==> config.mk <==
export PLATFORM = sky130hd
export DESIGN_NAME = seq_divider
export DESIGN_NICKNAME = d
export VERILOG_FILES = /design/src/rtl/seq_divider.sv
export SDC_FILE = /design/constraint.sdc
export NUM_CORES = 1
export LEC_CHECK = 0
export CAP_MARGIN = 20
export CORE_ASPECT_RATIO = 1.75
export CORE_MARGIN = 3
export CORE_UTILIZATION = 52
export CTS_CLUSTER_SIZE = 14
export DETAILED_ROUTE_END_ITERATION = 16
export HOLD_SLACK_MARGIN = 0.12
export PLACE_DENSITY = 0.82
export SLEW_MARGIN = 5
export SYNTH_ARGS = -nofsm -noshare
export SYNTH_HDL_FRONTEND = slang
export SYNTH_SLANG_ARGS = --single-unit
==> constraint.sdc <==
create_clock -name clk -period 2.8 [get_ports clk]
set_clock_uncertainty 0.05 [all_clocks]
set_input_delay 0.28 -clock clk [delete_from_list [all_inputs] [get_ports clk]]
set_output_delay 0.28 -clock clk [all_outputs]
set_load 0.02 [all_outputs]
==> src/rtl/seq_divider.sv <==
// seq_divider: multi-cycle restoring divider, signed (div) or unsigned (divu).
//
// One quotient bit per cycle; a WIDTH-bit divide takes WIDTH+2 cycles from
// the accepted start to the done pulse. A zero divisor skips the iteration
// and finishes on the next cycle.
//
// Ports
//   clk          sole clock, rising edge
//   reset_n      synchronous active-low reset
//   start        request pulse, accepted only while idle
//   is_signed    1 = two's-complement divide, 0 = unsigned
//   dividend     numerator, sampled with the accepted start
//   divisor      denominator, sampled with the accepted start
//   busy         high whenever the FSM is not idle
//   done         one-cycle pulse; results valid from this cycle on
//   quotient     result (LO)
//   remainder    result (HI)
//   div_by_zero  set with done when the latched divisor was zero
//
// state | meaning
// IDLE  | waiting for start; results from the last operation held
// RUN   | one restoring step per cycle, WIDTH steps in total
// FIX   | apply result signs, load quotient/remainder
// DONE  | done pulse for one cycle, then back to IDLE

module seq_divider #(
  parameter int WIDTH = 32
) (
  input  logic             clk,
  input  logic             reset_n,
  input  logic             start,
  input  logic             is_signed,
  input  logic [WIDTH-1:0] dividend,
  input  logic [WIDTH-1:0] divisor,
  output logic             busy,
  output logic             done,
  output logic [WIDTH-1:0] quotient,
  output logic [WIDTH-1:0] remainder,
  output logic             div_by_zero
);

  localparam int CW = $clog2(WIDTH + 1);

  typedef enum logic [1:0] {IDLE, RUN, FIX, DONE} state_t;

  state_t           state, state_nx;
  logic [CW-1:0]    count;
  logic [WIDTH-1:0] q_work;    // dividend magnitude shifting out, quotient shifting in
  logic [WIDTH-1:0] r_work;    // partial remainder
  logic [WIDTH-1:0] dvs_mag;
  logic             neg_q;
  logic             neg_r;

  logic [WIDTH-1:0] dvd_mag_in, dvs_mag_in;
  logic [WIDTH:0]   rem_shift, trial;
  logic [WIDTH-1:0] fix_q, fix_r;
  logic             dvs_zero, last_step;

  // Magnitudes of the incoming operands; the most-negative value maps to
  // 2^(WIDTH-1), which still fits as an unsigned WIDTH-bit number.
  assign dvd_mag_in = (is_signed && dividend[WIDTH-1]) ? -dividend : dividend;
  assign dvs_mag_in = (is_signed && divisor[WIDTH-1])  ? -divisor  : divisor;
  assign dvs_zero   = (divisor == '0);

  // Trial subtraction carried at WIDTH+1 bits; bit WIDTH is the borrow.
  assign rem_shift = {r_work, q_work[WIDTH-1]};
  assign trial     = rem_shift - {1'b0, dvs_mag};

  assign fix_q = neg_q ? -q_work : q_work;
  assign fix_r = neg_r ? -r_work : r_work;

  assign last_step = (count == CW'(WIDTH - 1));

  assign busy = (state != IDLE);
  assign done = (state == DONE);

  always_ff @(posedge clk) begin
    if (!reset_n) state <= IDLE;
    else          state <= state_nx;
  end

  always_comb begin
    state_nx = state;
    case (state)
      IDLE: if (start) state_nx = dvs_zero ? DONE : RUN;
      RUN:  if (last_step) state_nx = FIX;
      FIX:  state_nx = DONE;
      DONE: state_nx = IDLE;
      default: state_nx = IDLE;
    endcase
  end

  always_ff @(posedge clk) begin
    if (!reset_n) begin
      count       <= '0;
      q_work      <= '0;
      r_work      <= '0;
      dvs_mag     <= '0;
      neg_q       <= 1'b0;
      neg_r       <= 1'b0;
      quotient    <= '0;
      remainder   <= '0;
      div_by_zero <= 1'b0;
    end else begin
      case (state)
        IDLE: begin
          if (start) begin
            count       <= '0;
            q_work      <= dvd_mag_in;
            r_work      <= '0;
            dvs_mag     <= dvs_mag_in;
            neg_q       <= is_signed & (dividend[WIDTH-1] ^ divisor[WIDTH-1]);
            neg_r       <= is_signed & dividend[WIDTH-1];
            div_by_zero <= dvs_zero;
            // Zero divisor goes straight to DONE, so results load here.
            if (dvs_zero) begin
              quotient  <= '1;
              remainder <= dividend;
            end
          end
        end
        RUN: begin
          r_work <= trial[WIDTH] ? rem_shift[WIDTH-1:0] : trial[WIDTH-1:0];
          q_work <= {q_work[WIDTH-2:0], ~trial[WIDTH]};
          count  <= count + 1'b1;
        end
        FIX: begin
          quotient  <= fix_q;
          remainder <= fix_r;
        end
        default: ;
      endcase
    end
  end

endmodule

# [After elaboration in Yosys (flattened, before gate mapping)]
# Index checks and enable logic that the tools add are counted.
[word_totals] reg_bits=171 inputBits=68 output_inout_bits=67 wordCells=59
[classes] addsub=6 n_eq_ne=7 n_mux=21 n_bitwise=4 n_reduce_logical=11
[ops] cell="32-bit 2-to-1 mux" count=11
[ops] cell="32-bit case mux with 2 select lines" count=4
[ops] cell="32-bit negator" count=4
[ops] cell="33-bit by 32-bit subtractor with 33-bit output" count=1
[ops] cell="32-bit zero test" count=1
[ops] cell="6-bit case mux with 2 select lines" count=1
[ops] cell="2-bit case mux with 4 select lines" count=1
[ops] cell="6-bit by 1-bit adder with 6-bit output, second input constant" count=1
[ops] cell="6-bit by 5-bit == test with 1-bit output, second input constant" count=1
[ops] cell="2-bit 2-to-1 mux" count=3
[ops] cell="6-bit 2-to-1 mux" count=1
[ops] cell="2-bit inequality test, second input constant" count=3
[ops] cell="2-bit AND reduction" count=3
[ops] cell="2-bit nonzero test" count=3
[ops] cell="2-bit == test, second input constant" count=2
[ops] cell="3-bit AND reduction" count=1
[ops] cell="1-bit bitwise AND" count=2
[ops] cell="2-bit by 1-bit == test with 1-bit output, second input constant" count=1
[ops] cell="1-bit logical AND" count=2
[ops] cell="2-bit zero test" count=1
[ops] cell="1-bit NOT" count=1
[ops] cell="1-bit bitwise XOR" count=1

# [Logic depth before layout (Yosys ltp)]
# Gate-level depths: netlist of run 1.
[logic_depth] ltp_word=4 mapped_depth=13 depth_no_buf=11

# [Worst setup path before layout of run 1]
# OpenSTA, ideal clock, no wires.
[synth_timing] kind="register to register" from="register r_work[22]" to="register r_work[26]" setup_time_ns=0.079 arrival_ns=2.893 required_ns=2.671 path_slack_ns=-0.222 path_stages_with_launch=11 n_path_buf=1 synth_period_minus_slack_ns=3.022 path_cell_list="dfxtp_1 ha_1 a21oi_1 o21ai_0 a2111oi_0 o41ai_1 or2_2 o211ai_1 clkbuf_1 nand3_1 o211ai_1"
[synth_between] elab_chain_len=3
[synth_rtl] item="start: declaration" line="49" text="logic [WIDTH-1:0] r_work;"
[synth_rtl] item="start signal: assignment" line="123" text="r_work <= trial[WIDTH] ? rem_shift[WIDTH-1:0] : trial[WIDTH-1:0];"
[synth_rtl] item="33-bit by 32-bit subtractor with 33-bit output" line="67" text="assign trial = rem_shift - {1'b0, dvs_mag};"
[synth_rtl] item="32-bit 2-to-1 mux" line="123"
[synth_rtl] item="32-bit case mux with 2 select lines" line="105" text="case (state)"
# Every way passes these cells.
# A chain may end at the register's enable or synchronous reset.

# [Worst setup path after layout of run 1]
[layout_timing] from="register r_work[6]" to="register remainder[15]"
[layout_between] elab_chain_len=3
[layout_rtl] item="32-bit negator" line="70" text="assign fix_r = neg_r ? -r_work : r_work;"
[layout_rtl] item="32-bit 2-to-1 mux" line="70"
[layout_rtl] item="32-bit case mux with 2 select lines" line="105"
[layout_rtl] item="end signal: assignment" line="118" text="remainder <= dividend;"
[layout_rtl] item="end signal: assignment" line="129" text="remainder <= fix_r;"
[layout_rtl] item="end: declaration" line="38" text="output logic [WIDTH-1:0] remainder,"
# Every way passes these cells.

==> results of run 1 <==
[layout make-up]
type,instances,area share
repair buffers,407,0.217
well taps,288,0.0222
flip-flops and latches,171,0.213
clock inverters,14,0.0101
clock buffers,18,0.0271
multi-input cells,1106,0.497
inverters,58,0.0134
[layer usage]
| layer | wire [um] | global-route usage | vias up | part of all wire |
|---|---|---|---|---|
| li1 | - | - | 5934 | - |
| met1 | 14700 | 0.330 | 6093 | 0.31 |
| met2 | 22700 | 0.611 | 821 | 0.48 |
| met3 | 3840 | 0.0769 | 322 | 0.082 |
| met4 | 5590 | 0.330 | 4 | 0.12 |
| met5 | 27 | 0 | - | 0.00058 |
[state kept, by name, summed over array words and instances (netlist names)]
signal and flops:
count 6, div_by_zero 1, dvs_mag 32, neg_q 1
neg_r 1, q_work 32, quotient 32, r_work 32
remainder 32, state 2
[worst max-delay path: cells and delay by family (launching register included)]
family / cells / cell delay [ns]
and+or+nand+nor: 4 / 1.55
AOI/OAI and AO/OA: 3 / 1.16
DFF: 1 / 0.34
xor gates and xnor gates: 1 / 0.09
[repair_timing]
action / in CTS / in global routing
gates resized for setup: 42 / 137
pin swaps: 20 / 64
setup buffers: 10 / 20
cloned: 1 / 1
endpoints found under the setup margin: 73 / 87
[stage by stage]
step	utilization	std cells
2_1_floorplan	-	1432
3_3_place_gp	0.684	1998
3_5_place_dp	0.684	1998
4_1_cts	0.727	2041
5_1_grt	0.767	2062
6_report	0.767	2062
[kinds of logic (layout without fill, tap and decap cells)]
family / Yosys count / in the layout
and+or+nand+nor: 439 / 439
DFF: 171 / 171
buffers and inverters: 155 / 497
adders and majority gates: 42 / 42
AOI/OAI and AO/OA: 464 / 464
xor gates and xnor gates: 134 / 134
muxes: 27 / 27
[cell usage in the layout (no fill, tap or decap), drive strengths merged, types with 23 or more instances in the layout]
| cell | synthesis | routed |
|---|---|---|
| buf | 13 | 272 |
| dfxtp | 171 | 171 |
| clkdlybuf4s50 | 0 | 134 |
| nand2 | 133 | 133 |
| nor2 | 123 | 123 |
| o21ai | 119 | 119 |
| a21oi | 97 | 97 |
| xor2 | 94 | 94 |
| inv | 58 | 62 |
| ha | 41 | 41 |
| xnor2 | 40 | 40 |
| a31oi | 36 | 36 |
| a211oi | 35 | 35 |
| nand3 | 34 | 34 |
| mux2i | 27 | 27 |
| or3 | 24 | 24 |
| a222oi | 23 | 23 |
[power by group through the flow]
stage / Combinational (W) / Clock [W] / Sequential (W)
detailed placement: 0.00586 / 0 / 0.00335
floorplan: 0.00321 / 0 / 0.00356
global placement: 0.00577 / 0 / 0.00333
global route: 0.00766 / 0.00255 / 0.00340
finish: 0.00728 / 0.00246 / 0.00336
CTS: 0.00614 / 0.00245 / 0.00331
[final timing paths]
path         depth (start not counted)                      start                          to  slack [ns]
max                                  8     r_work[6]$_SDFFE_PN0P_  remainder[15]$_SDFFE_PN0P_       -0.46
min                                  2  remainder[8]$_SDFFE_PN0P_   remainder[8]$_SDFFE_PN0P_        0.40
max reg2reg                          8     r_work[6]$_SDFFE_PN0P_  remainder[15]$_SDFFE_PN0P_       -0.46
min reg2reg                          2  remainder[8]$_SDFFE_PN0P_   remainder[8]$_SDFFE_PN0P_        0.40
==> flow_summary.toml, run 1 <==
[outcome]
status = "complete, but fails checks"
violations = "negative setup slack"

[power]
power_frac_clock = 0.188
p_leak_nw = 6.41
irDropWorstVdd_mv = 0.500
cellPowerDensity_nw_per_um2 = 809
power.share.sequential = 0.257
comb_power_share = 0.556
netSwitchingFraction = 0.435
p_total_w = 0.0131
switching_power_w = 0.00569
cellInternalPower_w = 0.00741

[final_layout]
fin_area_sq_um = 16200
antenna_cells = 0
drive_gt1_frac = 0.259
areaGrowthSynthToFinish_pct = 44.1
ff_latch_area_sq_um = 3450
final_nets = 1871
multi_input_area_sq_um = 8050
nFillCells = 1400

[grt]
grt_max_degree = 65
grt.overflow.total = 0
grt_pass1_wl_mm = 64.6
gr-usage-all-layers = 0.354
antenna_found_initial = 2
grt_pass1_vias = 12600

[timing]
setup-violations-final = 69
worst_slew_pin_slew_ns = 1.00
worst_slack_ns = -0.458
whs_ns = 0.404
min_period_over_period = 1.16
hold_viol_final = 0
final_max_slew_viol_count = 0
fmaxAchievable_ghz = 0.307
rsz0062_at_grt = "yes"
relSlewSlack = 0.327
finalSetupTns_ns = -9.69
fin_crit_ns = 3.26

[floorplan]
chipHeight_um = 200
core_sq_um = 21100
ioPinCount = 135
dieArea_sq_um = 23500
start_util = 0.532
rows = 70
fp.dieW_um = 117

[place]
dpl_cell_area_sq_um = 14400
post-place-ws_ns = -0.542
place_congestion = 1.04
hpwl_mm = 31.2
io_buffers = 134

[synthesis]
netlist_top_cells_area = "dfxtp_1, xor2_1, o21ai_0"
synth.mux.area_fraction = 0.0240
synth_xor_xnor_area_share = 0.104
synthArstFlopShare = 0
netlist_top_cells_count = "dfxtp_1, nand2_1, nor2_1, o21ai_0, a21oi_1"
yosys.area_share.adder = 0.0474
synth_top_area_cell = "dfxtp_1"
ys.flop_type = "dfxtp_1"
synth_area_per_cell_sq_um = 7.85
yosys.area_share.simple = 0.190
ys_warn_count = 0
ys_ff_latch = 171
synth_top_family_by_area = "compound AO/OA/AOI/OAI gates"
yosysTopAreaCellShare = 0.305
synth_area_sq_um = 11200
netlist_instances = 1432
synth_cell_types = 72
synth_compound_area_frac = 0.275
synth_nets = 1542
seq_area_frac_synth = 0.305
synth_most_common_cell = "dfxtp_1"
synth_edf_count = 0

[drt]
wl_per_cell_um = 22.7
via_per_inst = 6.39
num_vias = 13200
drt_pre_antenna_iters = 10
drt_iter0_drc = 1509
totalWireLength_mm = 46.8
drc_errors = 0
ant_nets = 0

[setup_path]
path_common_cell = "or4_4"
critPathMaxFanout = 4
crit_required_ns = 3.12
cpMaxStageDelayCell = "a211oi_1"
cp-start-kind = "flop"
critical-path-max-stage-delay_ns = 0.85
cp.arrival_ns = 3.57
critical_path_class = "flop to flop"
end_kind = "flop"
path_cells = "or4_4 > or4_4 > or3_4 > o21ai_0 > xor2_1 > a211oi_1 > a21oi_1 > nor2_1"

[hold_path]
hp-class = "flop to flop"

[clocking]
cts_buffers = 17
cts_root_buffer = "clkbuf_16"
htreeDepth = 4
clk_pin_slew_worst_paths_ns = 0.07
cts_tree = "yes"
clockBufferDepth = 2
cts_sinks = 171
insertion_delay_ns = 0.44
ctsHoldBuffers = 0

[run]
cap_violations = 0
(Power assumes the default switching activity.)
==> run 2: changes to the inputs <==
CORE_MARGIN = 5   (was 3)
==> flow_summary.toml, run 2 (same netlist as run 1, synthesis figures left out) <==
[outcome]
status = "complete, but fails checks"
violations = "negative setup slack"

[run]
cap_violations = 0

[floorplan]
start_util = 0.525
rows = 71
core_sq_um = 21400
ioPinCount = 135
dieArea_sq_um = 24800
fp.dieW_um = 121
chipHeight_um = 204

[drt]
drt_pre_antenna_iters = 6
dr_wl_met2_mm = 22.4
ant_nets = 0
top_layer = "met4"
totalWireLength_mm = 45.7
wl_met3_mm = 3.59
wl_per_cell_um = 22.4
via_per_inst = 6.48
drc_errors = 0
num_vias = 13200
drt_iter0_drc = 1514
routedLengthMet1_mm = 14.5

[grt]
grt.overflow.total = 0
gr-usage-all-layers = 0.332
grt_pass1_wl_mm = 65.0
grt_pass1_vias = 12600
antenna_found_initial = 0
grt_max_degree = 92

[setup_path]
path_cells = "or4_4 > or4_4 > or4_4 > or3_4 > o31ai_4 > xnor2_1 > mux2i_1 > o21ai_1"
r2r_slack_ns = -0.20
critical_path_class = "flop to flop"
reg2regPathDepth = 8
crit_required_ns = 3.12
end_kind = "flop"
cp.arrival_ns = 3.32
path_common_cell = "or4_4"
critPathMaxFanout = 4
cp-start-kind = "flop"
cpMaxStageDelayCell = "or4_4"
critical-path-max-stage-delay_ns = 0.60

[clocking]
ctsHoldBuffers = 0
cts_buffers = 17
htreeDepth = 4
cts_sinks = 171
clockBufferDepth = 2
cts_tree = "yes"
cts_root_buffer = "clkbuf_16"
insertion_delay_ns = 0.45
clk_pin_slew_worst_paths_ns = 0.07

[timing]
hold_viol_final = 0
min_period_over_period = 1.07
relSlewSlack = 0.497
whs_ns = 0.408
fin_crit_ns = 3.00
final_max_slew_viol_count = 0
fmaxAchievable_ghz = 0.334
setup-violations-final = 34
rsz0062_at_grt = "yes"
worst_slew_pin_slew_ns = 0.752
worst_slack_ns = -0.198

[place]
hpwl_mm = 30.5
io_buffers = 134
place_congestion = 0.995
post-place-ws_ns = -0.273
place_inst = 1973

[hold_path]
hold_depth = 2
hp-class = "flop to flop"

[final_layout]
fin_cells = 2039
final_cell_mix = "buf_4, dfxtp_1, clkdlybuf4s50_1"
nFillCells = 1391
antenna_cells = 0
areaGrowthSynthToFinish_pct = 42.9
final_nets = 1845
drive_gt1_frac = 0.246
layout_commonest_cell = "buf_4"

[power]
cellPowerDensity_nw_per_um2 = 793
p_leak_nw = 6.31
irDropWorstVdd_mv = 0.557
p_total_w = 0.0127
==> run 2: cell types whose count changed in the layout (fill, tap and decap cells not counted), moves of 3 or more <==
cell / before / now
nand3_2: 2 / 6
nand3_1: 32 / 28
o21ai_0: 97 / 82
buf_4: 253 / 224
o41ai_2: 6 / 2
clkinv_4: 5 / 2
o41ai_4: 3 / 7
buf_12: 3 / 7
o21ai_1: 10 / 24
nand2_1: 128 / 131
ha_2: 1 / 5
clkinvlp_4: 3 / 6
nand2_2: 5 / 1
a21oi_2: 12 / 8
==> run 2: final timing paths <==
path	endpoint	from
setup / recovery	remainder[29]$_SDFFE_PN0P_	r_work[6]$_SDFFE_PN0P_
hold / removal	remainder[6]$_SDFFE_PN0P_	remainder[6]$_SDFFE_PN0P_
setup reg to reg	remainder[29]$_SDFFE_PN0P_	r_work[6]$_SDFFE_PN0P_
hold reg to reg	remainder[6]$_SDFFE_PN0P_	remainder[6]$_SDFFE_PN0P_
==> run 2: worst max-delay path, delay by kind of cell, from the launching register on <==
| kind | cells | cell delay, ns |
|---|---|---|
| mux | 1 | 0.10 |
| flops | 1 | 0.32 |
| xor+xnor | 1 | 0.14 |
| simple gates | 4 | 1.99 |
| compound gates | 2 | 0.34 |
==> run 2: cell type report <==
cell class | count | area [sq um] | share of cell area
clock buffers | 19 | 453 | 0.0282
well taps | 292 | 365 | 0.0227
flip-flops and latches | 171 | 3450 | 0.214
multi-input cells | 1106 | 8110 | 0.505
inverters | 58 | 218 | 0.0136
repair buffers | 381 | 3360 | 0.209
clock inverters | 12 | 115 | 0.00717
==> run 2: report_power, final <==
part | internal [W] | switching (W) | leakage, nW
sequential | 0.00295 | 0.000404 | 1.40
combinational | 0.00290 | 0.00414 | 4.65
clock | 0.00127 | 0.00107 | 0.260
total | 0.00713 | 0.00561 | 6.31
==> run 2: what timing repair did <==
item / CTS / global route
cloned: 1 / 1
gates resized for setup: 52 / 148
pin swaps: 13 / 68
setup buffers: 19 / 15
setup endpoints to repair: 58 / 83
==> run 2: stage by stage <==
stage	setup TNS, ns	utilization	instance area [sq um]
after floorplan	-0.165	-	11300
after global placement	-8.25	0.667	14300
after detailed placement	-13.95	0.667	14300
after CTS	-0.351	0.714	15300
after global routing	-5.85	0.750	16100
final	-2.11	0.750	16100
==> run 2: metal layers <==
metal  vias up  track usage
met4         0        0.301
li1       5874            -
met2       830        0.589
met1      6176        0.312
met3       337       0.0712
met5         -            0
==> run 3: changes to the inputs <==
CORE_UTILIZATION = 59   (was 52)
PLACE_DENSITY = 0.84   (was 0.82)
clock period = 3.55 ns   (was 2.8 ns; I/O delays follow)
==> flow_summary.toml, run 3 (same netlist as run 1, synthesis figures left out) <==
[setup_path]
crit_required_ns = 3.80
cp.arrival_ns = 3.70
path_common_cell = "or4_4"
path_cells = "or4_4 > or4_4 > or3_4 > or4_1 > o21ai_0 > xor2_1 > a31oi_1"
end_kind = "flop"
critPathMaxFanout = 7
cpMaxStageDelayCell = "or4_4"
critical-path-max-stage-delay_ns = 0.64
reg2regPathDepth = 7
cp-start-kind = "flop"
critical_path_class = "flop to flop"

[final_layout]
final_cell_mix = "dfxtp_1, clkdlybuf4s50_1, nand2_1"
final_nets = 1656
areaGrowthSynthToFinish_pct = 21.0
antenna_cells = 0
layout_commonest_cell = "dfxtp_1"
drive_gt1_frac = 0.0776

[timing]
whs_ns = 0.410
worst_slew_pin_slew_ns = 0.974
fmaxAchievable_ghz = 0.290
rsz0062_at_grt = "no"
finalSetupTns_ns = 0
min_period_over_period = 0.972
setup-violations-final = 0
hold_viol_final = 0
relSlewSlack = 0.350
fin_crit_ns = 3.45
final_max_slew_viol_count = 0

[clocking]
cts_tree = "yes"
cts_sinks = 171
insertion_delay_ns = 0.43
post_cts_buffers = 0
ctsHoldBuffers = 0
cts_buffers = 17
htreeDepth = 4
clockBufferDepth = 2
cts_root_buffer = "clkbuf_16"
cts_resized = 0
clk_pin_slew_worst_paths_ns = 0.07

[power]
cellPowerDensity_nw_per_um2 = 646
p_leak_nw = 5.23
irDropWorstVdd_mv = 0.544

[grt]
grt_pass1_vias = 11500
grt_pass1_wl_mm = 59.0
antenna_found_initial = 0
grt_max_degree = 92
grt.overflow.total = 0
gr-usage-all-layers = 0.342

[floorplan]
chipHeight_um = 193
core_sq_um = 18700
fp.dieW_um = 114
ioPinCount = 135
rows = 66
dieArea_sq_um = 22000
start_util = 0.602

[drt]
drc_errors = 0
dr_wl_met2_mm = 19.2
drt_iter0_drc = 1072
drt_pre_antenna_iters = 7
wl_per_cell_um = 20.8
num_vias = 11700
wl_met3_mm = 2.07
via_per_inst = 6.50
ant_nets = 0
top_layer = "met4"
routedLengthMet1_mm = 12.5
totalWireLength_mm = 37.5

[place]
hpwl_mm = 28.3
io_buffers = 134
place_congestion = 1.05

[hold_path]
hold_depth = 2
hp-class = "flop to flop"

[outcome]
status = "finished clean"

[run]
cap_violations = 0
run 3: cell types whose count changed in the layout (fill, tap and decap cells not counted), sizes merged:
| cell | previous run | this run |
|---|---|---|
| inv | 60 | 58 |
| bufinv | 1 | 4 |
| clkbuf | 19 | 20 |
| buf | 247 | 58 |
| clkinvlp | 6 | 2 |
| clkinv | 3 | 6 |
run 3: power by group:
part           internal [W]  switching, W  leakage (nW)
Sequential          0.00232      0.000333          1.39
Combinational       0.00161       0.00256          3.54
Clock               0.00117      0.000787         0.294
Total               0.00511       0.00368          5.23
run 3: final timing paths:
path | start | to | slack (ns)
setup / recovery | q_work[3]$_SDFFE_PN0P_ | quotient[26]$_SDFFE_PN0P_ | 0.1
hold / removal | remainder[9]$_SDFFE_PN0P_ | remainder[9]$_SDFFE_PN0P_ | 0.41
setup reg to reg | q_work[3]$_SDFFE_PN0P_ | quotient[26]$_SDFFE_PN0P_ | 0.1
hold reg to reg | remainder[9]$_SDFFE_PN0P_ | remainder[9]$_SDFFE_PN0P_ | 0.41
run 3: per-layer routing:
metal | vias to the layer above | global-route usage
met4 | 0 | 0.299
met2 | 539 | 0.629
li1 | 5499 | -
met5 | - | 0
met1 | 5459 | 0.323
met3 | 184 | 0.0483
run 3: cell type report:
cell class / count / area (sq um)
clock buffers: 20 / 437
clock inverters: 12 / 173
well taps: 238 / 298
repair buffers: 192 / 1830
fillers: 1495 / 5060
inverters: 58 / 218
flip-flops and latches: 171 / 3420
multi-input cells: 1106 / 7220
run 3: critical path, delay by kind of cell, from the launching register on:
kind / cells / cell delay, ns
xor+xnor: 1 / 0.43
flops: 1 / 0.40
compound gates: 2 / 0.37
simple gates: 4 / 2.06
run 3: metrics by stage:
step,worst slack (ns),instance area (sq um),cells,util,total power (W)
final,0.0990,13600,1797,0.729,0.00879
after global routing,0.00305,13600,1797,0.729,0.00924
after CTS,0.123,13600,1797,0.729,0.00870
after detailed placement,0.0460,13000,1765,0.696,0.00673
after global placement,0.0191,13000,1765,0.696,0.00663
after floorplan,0.528,11200,1432,-,0.00532
